[src/rtl/elastic_holding_reg_pkg.sv]
// Shared definitions for elastic_holding_reg.
// The state encoding doubles as the occupancy count, so the numeric values matter.
package elastic_holding_reg_pkg;

  typedef enum logic [1:0] {
    ST_EMPTY = 2'd0,
    ST_ONE   = 2'd1,
    ST_FULL  = 2'd2
  } state_e;

endpackage

[src/rtl/elastic_holding_reg_hold_data_reg.sv]
// hold_data_reg: N-bit enable register with synchronous active-low reset.
//   clk      rising-edge clock
//   reset_n  synchronous active-low reset, loads RESET_VAL
//   clr_i    synchronous clear to RESET_VAL (flush)
//   en_i     load d_i
//   d_i      next data
//   q_o      registered data
module hold_data_reg #(
  parameter int unsigned    N         = 32,
  parameter logic [N-1:0]   RESET_VAL = '0
) (
  input  logic         clk,
  input  logic         reset_n,
  input  logic         clr_i,
  input  logic         en_i,
  input  logic [N-1:0] d_i,
  output logic [N-1:0] q_o
);

  logic [N-1:0] data_q;

  always_ff @(posedge clk) begin
    if (!reset_n) begin
      data_q <= RESET_VAL;
    end else if (clr_i) begin
      data_q <= RESET_VAL;
    end else if (en_i) begin
      data_q <= d_i;
    end
  end

  assign q_o = data_q;

endmodule

[src/rtl/elastic_holding_reg.sv]
// elastic_holding_reg: N-bit inter-stage register with valid/ready handshake and a
// 2-entry skid, so in_ready depends on registered state only. ELASTIC=0 turns it
// into a plain write-enable holding register.
//   clk, reset_n          clock, synchronous active-low reset
//   in_valid/in_ready     producer handshake (legacy: in_valid is the write enable)
//   in_data               producer data
//   out_valid/out_ready   consumer handshake (out_ready ignored in legacy mode)
//   out_data              head entry, straight from the main register
//   flush                 drop all held entries
//   count                 occupancy 0..2
module elastic_holding_reg
  import elastic_holding_reg_pkg::*;
#(
  parameter int unsigned  N         = 32,
  parameter logic [N-1:0] RESET_VAL = '0,
  parameter bit           ELASTIC   = 1'b1
) (
  input  logic         clk,
  input  logic         reset_n,
  input  logic         in_valid,
  output logic         in_ready,
  input  logic [N-1:0] in_data,
  output logic         out_valid,
  input  logic         out_ready,
  output logic [N-1:0] out_data,
  input  logic         flush,
  output logic [1:0]   count
);

  state_e       state_q, state_d;
  logic         push, pop;
  logic         main_en, main_sel_skid, skid_en;
  logic [N-1:0] main_d, main_q, skid_q;

  assign in_ready  = ELASTIC ? (state_q != ST_FULL) : 1'b1;
  assign out_valid = (state_q != ST_EMPTY);
  assign count     = state_q;
  assign out_data  = main_q;

  assign push = in_valid & in_ready;
  assign pop  = out_valid & out_ready;

  always_comb begin
    state_d       = state_q;
    main_en       = 1'b0;
    main_sel_skid = 1'b0;
    skid_en       = 1'b0;
    if (ELASTIC) begin
      case (state_q)
        ST_EMPTY: begin
          if (push) begin
            main_en = 1'b1;
            state_d = ST_ONE;
          end
        end
        ST_ONE: begin
          if (push && pop) begin
            main_en = 1'b1;  // streaming: replace head in place
          end else if (push) begin
            skid_en = 1'b1;
            state_d = ST_FULL;
          end else if (pop) begin
            state_d = ST_EMPTY;  // main keeps the popped value
          end
        end
        ST_FULL: begin
          if (pop) begin
            main_en       = 1'b1;
            main_sel_skid = 1'b1;
            state_d       = ST_ONE;
          end
        end
        default: state_d = ST_EMPTY;
      endcase
      if (flush) state_d = ST_EMPTY;
    end else begin
      // Legacy: always valid once out of reset; flush only clears the data.
      main_en = in_valid;
      state_d = ST_ONE;
    end
  end

  always_ff @(posedge clk) begin
    if (!reset_n) begin
      state_q <= ST_EMPTY;
    end else begin
      state_q <= state_d;
    end
  end

  assign main_d = main_sel_skid ? skid_q : in_data;

  hold_data_reg #(
    .N         (N),
    .RESET_VAL (RESET_VAL)
  ) u_main (
    .clk     (clk),
    .reset_n (reset_n),
    .clr_i   (flush),
    .en_i    (main_en),
    .d_i     (main_d),
    .q_o     (main_q)
  );

  hold_data_reg #(
    .N         (N),
    .RESET_VAL (RESET_VAL)
  ) u_skid (
    .clk     (clk),
    .reset_n (reset_n),
    .clr_i   (flush),
    .en_i    (skid_en),
    .d_i     (in_data),
    .q_o     (skid_q)
  );

endmodule

[config.mk]
export PLATFORM = sky130hd
export DESIGN_NAME = elastic_holding_reg
export DESIGN_NICKNAME = d
export VERILOG_FILES = /design/src/rtl/elastic_holding_reg_pkg.sv /design/src/rtl/elastic_holding_reg_hold_data_reg.sv /design/src/rtl/elastic_holding_reg.sv
export SDC_FILE = /design/constraint.sdc
export NUM_CORES = 1
export LEC_CHECK = 0
export ABC_AREA = 1
export CAP_MARGIN = 30
export CORE_AREA = 5 5 101 84
export DETAILED_ROUTE_END_ITERATION = 6
export DIE_AREA = 0 0 106 89
export DONT_BUFFER_PORTS = 1
export PLACE_DENSITY_LB_ADDON = 0.15
export SYNTH_ARGS = -nofsm -noshare
export SYNTH_HDL_FRONTEND = slang
export SYNTH_SLANG_ARGS = --single-unit
[constraint.sdc]
create_clock -name clk -period 1.4 [get_ports clk]
set_clock_uncertainty 0.15 [all_clocks]
set_input_delay 0.14 -clock clk [delete_from_list [all_inputs] [get_ports clk]]
set_output_delay 0.14 -clock clk [all_outputs]
set_load 0.01 [all_outputs]
==> results.md, run 1 <==
* Uppermost layer routed: met4
* Post-layout min period at 1.365 ns
* Post-synthesis sequential area ratio at 0.4330
* Initial DRC Count at 94
* Core box area at 7287 µm²
* Most common cell after layout, fill and taps aside: nor2_1
* FP Rows at 28
* Via count at 2774
* Initial core utilization at 0.4188
* Final period util at 0.9749
* Post-Syn Area at 3052 µm²
* Final wirelength at 7.288 mm
* Root buf cell: clkbuf_8
* Endpoints failing hold at 2
* Synth Register Bits at 66
* RSZ-0062 raised after global routing: true
* Dpl ws at 0.007330 ns
* Detailed Place HPWL at 4.531 mm
* CTS Buffer Depth at 2
* Synth top area cells: dfxtp_1 43%, nor2_1 20%, nand2_1 12%
* P&R area growth vs syn at 28.45%
* Worst hold margin at -0.03858 ns
* Ports at 73
* Startpoint types: input port
* Setup CP Type: in2reg
* RR Startpoint: count[1]$_SDFFE_PP0P_
* Post-Syn Area per Cell at 6.493 µm²
* Failing checks: negative hold slack
* Met2 routed wirelength at 3.226 mm
* Avg WL per Cell at 12.07 µm
* Nets at 547
* Total gr overflow at 0
* PnR worst setup slack at 0.03520 ns
* Die height at 89 µm
* Yosys cell types at 15
* Clock H-tree levels at 3
* Share of post-route cells with drive strength above 1 at 0.1070
* Routability cong. at 0.7395
* FF-to-FF setup slack at 0.04 ns
* CTS tree: yes
* Top cell type's share of synthesized area at 0.4330
* Slew Limit Fails at 0
* Max cap viols at 0
* Hold Startpoint: in_valid
* Die area at 9434 µm²
* Critical path arrival at 1.46 ns
* Outcome: complete, but fails checks
* Setup crit end kind: flip-flop
* Worst slew pin tran at 0.2705 ns
* Post-DRT Antenna Nets at 0
* Clk sinks at 66
* Initial antenna violation count at 0
* Hold buffers post-CTS at 35
* N_diodes at 0
* Clk Latency, worst-skew pair at 0.34 ns
* Vias in the first global route at 2601
* Post-synth top area cell: dfxtp_1
* Worst Path Max Fanout at 9
* Hold Path Sink: count[0]$_SDFFE_PP0P_
* Largest net degree at the start of global routing at 52
* Met3 wire length at 550 µm
* Hold Path Class: in2reg
* Reg2reg path depth at 7
* M1 wire length at 3.440 mm
* DRT Pass-1 Iters at 4
* CP required at 1.49 ns
* Setup violators final at 0
* Syn Nets at 507
* Total power at 4.126 mW
* Peak VDD IR at 0.5994 mV
* Count of buffers from port buffering at 0
* Total GRT Usage at 0.1637
* P per Cell Area at 1053 nW/µm²
* Static leakage at 1.616 nW
* Worst r2r dst: u_main.q_o[20]$_SDFFE_PP0P_
* Synth Instances at 470
* DRC viols at 0
* CTS Buf Count at 9
* First-pass GRT wire length at 12.34 mm
* Vias per cell at 4.593
* Clock transition at path regs at 0.07 ns
* Die X at 106 µm
* Hold depth at 3
* Synth warn at 0
* Most frequent cells in the layout: 159 x nor2_1, 97 x nand2_1, 64 x dfxtp_1
* Fin Setup TNS at 0 ns
* Max Clk Rate at 0.7327 GHz
* Rel. slew slack at 0.8193
routing by layer:
layer | track usage | up-vias
li1 | - | 1507
met1 | 0.1933 | 1200
met2 | 0.2714 | 59
met3 | 0.07870 | 8
met4 | 0.04235 | 0
met5 | 0 | -
metrics by stage:
stage                     area, µm²  std cells  hold WS, ns  utilization
after detailed placement       3259        549       0.1397       0.4473
final                          3920        604     -0.03858       0.5379
after CTS                      3822        599     -0.07900       0.5246
after global routing           3920        604     -0.01921       0.5379
after global placement         3259        549       0.1399       0.4473
after floorplan                3052        470       0.1334            -
cell families (layout without fill, tap and decap cells):
family                 count (synthesis)  after routing  share of synthesized area
AOI/OAI and AO/OA                     34             34                    0.05576
buffers and inverters                 67            111                    0.09348
DFF                                   66             66                     0.4330
and+or+nand+nor                      303            303                     0.4178
final cells by class:
class | count | area [µm²]
Timing Repair Buffer | 58 | 643.1
Multi-Input combinational cell | 337 | 1491
Sequential cell | 66 | 1324
Clock buffer | 13 | 168.9
Tap cell | 90 | 112.6
Fill cell | 755 | 3367
Clock inverter | 2 | 35.03
Inverter | 38 | 145.1
flip-flops by register name (all words and copies together) (netlist names):
signal and count:
count 2, u_main.q_o 32, u_skid.q_o 32
cells in the mapped netlist:
cell      instances
clkbuf_1         12
inv_1            35
nand2_2           2
nand3_1           3
dfxtp_1          66
nor2_1          163
nand2_1         101
inv_2             3
buf_2            12
nand3b_1         32
nand3_2           1
o21ai_0          33
buf_4             5
nor2_2            1
a21oi_1           1
critical path, stage by stage:
cell and delay [ns]:
dlygate4sd3_1 0.56, inv_2 0.05, nand2_1 0.10, nand2_2 0.12, nand2_4 0.13, clkbuf_16 0.17, nand2_1 0.05, nor2_1 0.09
nor2_1 0.05
power breakdown:
part / internal (mW) / switching (mW) / total (mW) / leakage, nW
combinational: 0.239 / 0.244 / 0.482 / 0.974
sequential: 1.93 / 0.0527 / 1.98 / 0.537
clock: 0.957 / 0.703 / 1.66 / 0.106
how the worst max path moves through the flow:
| stage | start | endpoint | slack [ns] | cells after the start |
|---|---|---|---|---|
| 3_5_place_dp | count[1]$_SDFFE_PP0P_ | u_main.q_o[30]$_SDFFE_PP0P_ | 0.007 | 7 |
| 5_1_grt | count[1]$_SDFFE_PP0P_ | u_main.q_o[4]$_SDFFE_PP0P_ | -0.05 | 7 |
| 2_1_floorplan | count[0]$_SDFFE_PP0P_ | u_main.q_o[22]$_SDFFE_PP0P_ | 0.04 | 6 |
| 4_1_cts | count[0]$_SDFFE_PP0P_ | out_valid | 0.0007 | 3 |
| 3_3_place_gp | count[1]$_SDFFE_PP0P_ | u_main.q_o[30]$_SDFFE_PP0P_ | 0.03 | 7 |
| 6_report | out_ready | u_main.q_o[20]$_SDFFE_PP0P_ | 0.04 | 9 |
timing repair:
| action | in CTS | in global routing |
|---|---|---|
| resized for setup | 2 | 37 |
| endpoints found under the setup margin | 1 | 66 |
| cloned | 0 | 1 |
| hold endpoints to repair | 66 | 2 |
| buffers inserted | 0 | 4 |
(Power assumes the default switching activity.)
==> inputs of run 2 (changes only) <==
- ABC_CLOCK_PERIOD_IN_PS: not set -> 1400
==> results of run 2 <==
The final DEF is identical to that of run 1; final timing and power are the same.
==> inputs of run 3 (changes only) <==
- CORE_AREA: 5 5 101 84 -> 2 2 98 81
- DIE_AREA: 0 0 106 89 -> 0 0 100 83
- SLEW_MARGIN: not set -> 20
==> results.md, run 3 (synthesis results as in run 1) <==
* Outcome: completed
* Static leakage at 1.572 nW (-2.7%)
* Clock H-tree levels at 3 (unchanged)
* Hold Path Class: in2reg
* Setup crit end: u_main.q_o[23]$_SDFFE_PP0P_
* Initial DRC Count at 127 (+35%)
* Peak VDD IR at 0.4343 mV (-28%)
* Worst Path Max Fanout at 10 (+1)
* Worst r2r dst: u_main.q_o[23]$_SDFFE_PP0P_
* Nets at 539 (-1.5%)
* Post-layout min period at 1.369 ns (+0.004678 ns)
* Setup crit end kind: flip-flop
* Endpoints failing hold at 0 (-2)
* Register Area at 1326 µm² (+0.19%)
* Hold Startpoint: flush
* Vias per cell at 4.620 (+0.59%)
* Hold depth at 4 (+1)
* Max cap viols at 0 (unchanged)
* Share of post-route cells with drive strength above 1 at 0.09073 (-0.01627)
* Dpl ws at -0.01189 ns (-0.01922 ns)
* CP required at 1.48 ns (about the same)
* Slew Limit Fails at 0 (unchanged)
* DRT Pass-1 Iters at 4 (unchanged)
* FP Rows at 28 (unchanged)
* Startpoint types: input port
* Fin Setup TNS at 0 ns (unchanged)
* First-pass GRT wire length at 12.18 mm (-1.3%)
* Placed Cells at 546 (-0.55%)
* Setup CP Type: in2reg
* Reg2reg path depth at 7 (unchanged)
* Avg WL per Cell at 11.99 µm (-0.62%)
* Clock transition at path regs at 0.07 ns (about the same)
* Die height at 83 µm (-6.7%)
* Clk sinks at 66 (unchanged)
* DRC viols at 0 (unchanged)
* RSZ-0062 raised after global routing: true
* Max Clk Rate at 0.7302 GHz (-0.34%)
* CTS Buf Count at 9 (unchanged)
* Final Util at 0.5273 (-0.01065)
* Root buf cell: clkbuf_8
* Final period util at 0.9782 (+0.003341)
* Setup violators final at 0 (unchanged)
* Worst slew pin tran at 0.2902 ns (+0.01970 ns)
* Critical path arrival at 1.45 ns (about the same)
* Clk Latency, worst-skew pair at 0.33 ns (about the same)
* Footprint of the multi-input gates at 1495 µm² (+0.25%)
* Most common cell after layout, fill and taps aside: nor2_1
* P per Cell Area at 1052 nW/µm² (about the same)
* Routability cong. at 0.7520 (+1.7%)
* Die area at 8300 µm² (-12%)
* Final wirelength at 7.159 mm (-1.8%)
* Count of buffers from port buffering at 0 (unchanged)
* Detailed Place HPWL at 4.360 mm (-3.8%)
* Post-DRT Antenna Nets at 0 (unchanged)
* Total gr overflow at 0 (unchanged)
* Largest net degree at the start of global routing at 67 (+29%)
* Fill count at 754 (-0.13%)
* Vias in the first global route at 2747 (+5.6%)
* Die X at 100 µm (-5.7%)
* Post-CTS setup buffers at 0 (unchanged)
* CTS tree: yes
* P&R area growth vs syn at 25.91%
* Ports at 73 (unchanged)
* Rel. slew slack at 0.8066 (-0.01270)
* CTS Buffer Depth at 2 (unchanged)
* PnR worst setup slack at 0.03052 ns (-0.004678 ns)
* Total GRT Usage at 0.1796 (+0.01587)
* Via count at 2758 (-0.58%)
* Fin cells at 597 (-1.2%)
* CP startpoint: in_valid
* Core box area at 7287 µm² (unchanged)
* Most frequent cells in the layout: 158 x nor2_1, 99 x nand2_1, 64 x dfxtp_1
* Initial antenna violation count at 0 (unchanged)
* N_diodes at 0 (unchanged)
* RR Startpoint: count[1]$_SDFFE_PP0P_
* Initial core utilization at 0.4188 (unchanged)
* FF-to-FF setup slack at 0.06 ns (+0.02 ns)
run 3: critical path: stages:
cell and delay [ns]:
dlygate4sd3_1 0.52, inv_1 0.08, nor2_4 0.14, nand2_4 0.09
nand2_4 0.11, clkbuf_16 0.18, nand2_1 0.06, nor2_1 0.09
nor2_1 0.04
run 3: worst min path at each step:
stage,endpoint,slack (ns)
3_5_place_dp,count[0]$_SDFFE_PP0P_,0.15
4_1_cts,count[0]$_SDFFE_PP0P_,0.02
3_3_place_gp,count[0]$_SDFFE_PP0P_,0.14
2_1_floorplan,count[0]$_SDFFE_PP0P_,0.13
6_report,count[0]$_SDFFE_PP0P_,0.01
5_1_grt,u_main.q_o[12]$_SDFFE_PP0P_,0.03
run 3: layout make-up:
| cell class | count | area share |
|---|---|---|
| inverters | 38 | 0.03712 |
| flip-flops and latches | 66 | 0.3452 |
| clock buffers | 14 | 0.04233 |
| multi-input cells | 337 | 0.3891 |
| clock inverters | 2 | 0.009118 |
| well taps | 90 | 0.02931 |
| repair buffers | 50 | 0.1478 |
run 3: where the power goes:
part           leakage (nW)  total [mW]  switching (mW)  internal, mW
sequential            0.537        1.98          0.0519          1.93
clock                 0.101        1.60           0.679         0.920
combinational         0.934       0.460           0.240         0.220
run 3: per-stage QoR:
| stage | area (µm²) | power (mW) | hold slack [ns] |
|---|---|---|---|
| floorplan | 3052 | 2.281 | 0.1334 |
| global placement | 3224 | 2.364 | 0.1370 |
| detailed placement | 3224 | 2.369 | 0.1479 |
| CTS | 3769 | 4.085 | 0.02310 |
| global route | 3842 | 4.261 | 0.02570 |
| finish | 3842 | 4.042 | 0.01199 |
run 3: metal layers:
metal	routed length [µm]	part of all wire	global-route usage	up-vias
li1	-	-	-	1492
met1	3505	0.49	0.2173	1197
met2	3128	0.44	0.2985	63
met3	469	0.066	0.07071	6
met4	56	0.0078	0.04483	0
met5	0	0	0	-
run 3: repair_timing:
item                                    4_1_cts  5_1_grt
endpoints found under the setup margin        5       63
endpoints found under the hold margin        66        0
hold buffers                                 34        0
gates cloned                                  0        1
gates resized for setup                       3       20
pin swaps                                     0        2
